File: src/rtl/bus_endpoint_sync.sv
// Synchronous parallel-bus endpoint: decodes a RANGE-word window at BASE_ADDR and
// answers req with a one-cycle ack after WAIT_STATES extra cycles. Writes are byte-enabled.
module bus_endpoint_sync #(
    parameter int ADDR_WIDTH  = 8,
    parameter int DATA_WIDTH  = 8,
    parameter int BASE_ADDR   = 0,
    parameter int RANGE       = 16,
    parameter int WAIT_STATES = 0
) (
    input  logic                    clk,
    input  logic                    rst,
    input  logic                    req,
    input  logic                    r_wn,
    input  logic [ADDR_WIDTH-1:0]   addr,
    input  logic [DATA_WIDTH-1:0]   wdata,
    input  logic [DATA_WIDTH/8-1:0] be,
    output logic                    ack,
    output logic [DATA_WIDTH-1:0]   rdata,
    output logic                    busy
);

    localparam int IDXW   = $clog2(RANGE);
    localparam int NBYTES = DATA_WIDTH / 8;

    localparam logic [1:0] ST_IDLE = 2'd0;
    localparam logic [1:0] ST_WAIT = 2'd1;
    localparam logic [1:0] ST_DONE = 2'd2;

    if (DATA_WIDTH % 8 != 0) begin : gBadDataWidth
        $fatal(1, "bus_endpoint_sync: DATA_WIDTH must be a multiple of 8");
    end
    if (RANGE < 2) begin : gBadRange
        $fatal(1, "bus_endpoint_sync: RANGE must be at least 2");
    end
    if (longint'(BASE_ADDR) + longint'(RANGE) > (longint'(1) << ADDR_WIDTH)) begin : gBadWindow
        $fatal(1, "bus_endpoint_sync: window exceeds the address space");
    end
    if (WAIT_STATES > 255 || WAIT_STATES < 0) begin : gBadWait
        $fatal(1, "bus_endpoint_sync: WAIT_STATES must be 0..255");
    end

    logic [1:0]            state_q, state_d;
    logic [7:0]            cnt_q, cnt_d;
    logic                  ack_q, ack_d;
    logic                  busy_q, busy_d;
    logic [DATA_WIDTH-1:0] rdata_q, rdata_d;
    logic [DATA_WIDTH-1:0] mem_q [RANGE];
    logic                  doAccess;

    logic [ADDR_WIDTH-1:0] addrOff;
    logic [IDXW-1:0]       idx;
    logic                  hit;

    // An address below BASE_ADDR wraps to at least 2**ADDR_WIDTH-BASE_ADDR, which is never
    // below RANGE, so one unsigned compare covers both window edges.
    assign addrOff = addr - ADDR_WIDTH'(BASE_ADDR);
    assign hit     = {1'b0, addrOff} < (ADDR_WIDTH+1)'(RANGE);
    assign idx     = addrOff[IDXW-1:0];

    always_comb begin
        state_d  = state_q;
        cnt_d    = cnt_q;
        ack_d    = 1'b0;
        busy_d   = busy_q;
        rdata_d  = '0;
        doAccess = 1'b0;
        case (state_q)
            ST_IDLE: begin
                if (req && hit) begin
                    state_d = ST_WAIT;
                    cnt_d   = 8'(WAIT_STATES);
                    busy_d  = 1'b1;
                end
            end
            ST_WAIT: begin
                if (!req) begin
                    state_d = ST_IDLE;
                    busy_d  = 1'b0;
                end else if (cnt_q != 8'd0) begin
                    cnt_d = cnt_q - 8'd1;
                end else begin
                    doAccess = 1'b1;
                    state_d  = ST_DONE;
                    ack_d    = 1'b1;
                    busy_d   = 1'b0;
                    if (r_wn) begin
                        rdata_d = mem_q[idx];
                    end
                end
            end
            ST_DONE: begin
                state_d = ST_IDLE;
            end
            default: begin
                state_d = ST_IDLE;
                busy_d  = 1'b0;
            end
        endcase
    end

    always_ff @(posedge clk or posedge rst) begin
        if (rst) begin
            state_q <= ST_IDLE;
            cnt_q   <= 8'd0;
            ack_q   <= 1'b0;
            busy_q  <= 1'b0;
            rdata_q <= '0;
            for (int r = 0; r < RANGE; r++) begin
                mem_q[r] <= '0;
            end
        end else begin
            state_q <= state_d;
            cnt_q   <= cnt_d;
            ack_q   <= ack_d;
            busy_q  <= busy_d;
            rdata_q <= rdata_d;
            if (doAccess && !r_wn) begin
                for (int i = 0; i < NBYTES; i++) begin
                    if (be[i]) begin
                        mem_q[idx][8*i +: 8] <= wdata[8*i +: 8];
                    end
                end
            end
        end
    end

    assign ack   = ack_q;
    assign busy  = busy_q;
    assign rdata = rdata_q;

endmodule

File: config.mk
export PLATFORM = sky130hd
export DESIGN_NAME = bus_endpoint_sync
export DESIGN_NICKNAME = d
export VERILOG_FILES = /design/src/rtl/bus_endpoint_sync.sv
export SDC_FILE = /design/constraint.sdc
export NUM_CORES = 1
export LEC_CHECK = 0
export CORE_ASPECT_RATIO = 0.8
export CORE_MARGIN = 1
export CORE_UTILIZATION = 55
export CTS_CLUSTER_DIAMETER = 60
export DETAILED_ROUTE_END_ITERATION = 10
export PLACE_DENSITY = 0.76
export SYNTH_ARGS = -nofsm -noshare
export SYNTH_HDL_FRONTEND = slang
export SYNTH_SLANG_ARGS = --single-unit
File: constraint.sdc
create_clock -name clk -period 4.7 [get_ports clk]
set_input_delay 0.94 -clock clk [delete_from_list [all_inputs] [get_ports clk]]
set_output_delay 0.94 -clock clk [all_outputs]
set_load 0.02 [all_outputs]
==> flow_summary.yaml <==
placed_design:
  placed_area_sq_mm: 0.00749
  portBuffers: 30
  dp_hpwl_microns: 9890
  post-place-cells: 687
  place_ws_ns: 1.12
  gp_congestion: 0.821
power_and_ir_drop:
  finalPower_mw: 3.05
  seq_power_share: 0.444
  powerDensity_mw_per_mm2: 376
  p_sw_mw: 0.767
  clockPowerShare: 0.465
  p_sw_frac: 0.251
  p_leak_nw: 4.05
  power_frac_comb: 0.090
  peakVddDrop_mv: 0.263
  intPower_mw: 2.29
cells_and_area:
  instances_no_fill: 719
  seq_area_sq_mm: 0.00370
  diodes: 0
  drive_gt1_frac: 0.336
  multiInputGateArea_sq_mm: 0.00318
  fin_area_sq_mm: 0.00811
  nFillCells: 896
  nets: 557
  final_util: 0.657
  syn_to_final_growth_pct: 14.5
drt:
  dr.pass1.iters: 5
  drc_errors: 0
  postRouteWirelength_microns: 15300
  post_drt_wl_per_cell_microns: 21.3
  antenna_left: 0
  first_iter_violations: 351
  viasPerCell: 5.98
  vias: 4300
synth:
  yosysWarnings: 0
  synth_area_sq_mm: 0.00708
  syn_area_per_cell_sq_um: 13.8
  syn_inst: 513
  ys_ff_latch: 148
  synth.yosys.seq_area_share: 0.523
  ys_types: 40
  synth.net_count: 535
grt:
  grt_max_degree: 96
  grt_overflow: 0
  grtUsageTotal: 0.254
  grt_antenna_before_repair: 0
  grt_pass1_vias: 4360
  grt_pass1_wl_microns: 24600
sta:
  period_needed_ns: 3.16
  fmax_mhz: 316
  relSlewSlack: 0.379
  hold-worst-slack_ns: 0.504
  rsz0062_at_grt: "no"
  setup_slack_ns: 1.54
  tns_ns: 0
  hold_viol_final: 0
  finalCritPeriodShare: 0.672
  worstMarginPinSlew_ns: 0.931
  final_max_slew_viol_count: 0
  clock_skew_ns: 0.00981
  setup_viol: 0
clocking:
  cts_tree: "built"
  clockRootBuffer: "clkbuf_16"
  cts.sinks: 148
  clkTransAtPathRegs_ns: 0.06
  ctsLongestPathBuffers: 2
  cts_setup_buffers: 0
  cts_made_buffers: 17
  ctsResizeCount: 0
  insertion_delay_ns: 0.42
  cts-htree-levels: 4
  hold_buffers: 0
run_status:
  status: "completed"
floorplan:
  core_area_sq_mm: 0.0123
  start_util: 0.574
  ios: 31
  die_h_microns: 103
  rows: 36
  die_w_microns: 129
  dieArea_sq_mm: 0.0133
critical_path:
  crit_type: "in -> reg"
  worst_setup_path_start_kind: "input port"
  crit_required_ns: 5.00
  worstPathMaxFanout: 10
  endpoint_kind: "flip-flop"
  critical_path_arrival_ns: 3.46
min_path:
  hp-class: "reg -> reg"
run:
  cap_violations: 0
sequential cells by signal, indices dropped and copies added (netlist names):
name	count
ack	1
busy	1
cnt_q	8
mem_q	128
rdata	8
state_q	2
worst max-delay path: stages:
cell             delay [ns]
clkdlybuf4s50_1        0.46
nor4b_2                0.31
nand4_2                0.41
buf_4                  0.36
nor4_4                 0.57
mux2_2                 0.41
power by group through the flow:
stage          clock network (mW)  logic, mW  registers [mW]
2_1_floorplan                   0      0.186            1.37
3_3_place_gp                    0      0.263            1.37
3_5_place_dp                    0      0.274            1.38
4_1_cts                      1.44      0.275            1.35
5_1_grt                      1.50      0.300            1.36
6_report                     1.42      0.276            1.36
layout make-up:
type / count / share of cell area
repair buffers: 37 / 0.0447
well taps: 171 / 0.0264
multi-input cells: 325 / 0.392
flip-flops and latches: 148 / 0.457
inverters: 6 / 0.00324
clock buffers: 19 / 0.0558
clock inverters: 13 / 0.0211
logic make-up (layout without fill, tap and decap cells):
family / count (synthesis) / in the layout / synth area share
AOI/OAI and AO/OA: 58 / 58 / 0.0564
adders and majority gates: 1 / 1 / 0.00177
buffers and inverters: 40 / 75 / 0.0281
DFF: 148 / 148 / 0.523
muxes: 192 / 192 / 0.311
and+or+nand+nor: 74 / 74 / 0.0799
cell usage after synthesis, drive strengths merged:
master / instances / area [sq um]
dfrtp: 148 / 3700
mux2: 128 / 1560
mux2i: 64 / 641
a22oi: 32 / 240
nand2: 20 / 75.1
clkbuf: 18 / 67.6
buf: 16 / 109
nor3: 9 / 146
o22ai: 9 / 56.3
or3: 7 / 43.8
a21oi: 6 / 30.0
inv: 6 / 22.5
o21ai: 6 / 30.0
or4: 6 / 45.0
nand2b: 5 / 31.3
nor2: 5 / 18.8
nor4: 4 / 55.1
and2: 3 / 18.8
nor2b: 3 / 18.8
and3: 2 / 12.5
nand4: 2 / 18.8
or4b: 2 / 20.0
and3b: 1 / 8.76
ha: 1 / 12.5
nand3: 1 / 5.00
nand4b: 1 / 8.76
nor3b: 1 / 12.5
nor4b: 1 / 15.0
o221ai: 1 / 8.76
o22a: 1 / 8.76
o31a: 1 / 8.76
o31ai: 1 / 7.51
o41ai: 1 / 8.76
or4bb: 1 / 11.3
cells in the final DEF (no fill, tap or decap), types with 7 or more instances in the layout:
cell type        synthesis  routed
mux2_2                  96      96
nand2_1                 20      20
mux2i_1                 64      64
buf_4                    0       7
mux2_4                  32      32
a22oi_1                 32      32
o22ai_1                  9       9
clkdlybuf4s50_1          0      29
nor3_4                   9       9
dfrtp_1                148     148
clkbuf_16                0      17
or3_1                    7       7
per-layer routing:
metal	track usage	vias up	wire [microns]
li1	-	1942	-
met3	0.0658	18	900
met4	0.0724	0	162
met2	0.398	130	7100
met5	0	-	0
met1	0.353	2210	7160
worst paths after layout:
path / start / slack [ns] / endpoint / cells past startpoint
setup / recovery: r_wn / 1.54 / mem_q[100] / 6
hold / removal: mem_q[35] / 0.50 / mem_q[35] / 1
setup reg to reg: cnt_q[0] / 1.83 / mem_q[100] / 7
hold reg to reg: mem_q[35] / 0.50 / mem_q[35] / 1
max in group asynchronous: rst / 2.77 / mem_q[87] / 3
min in group asynchronous: rst / 1.00 / mem_q[7] / 2
Power figures use the tool's default switching activity.
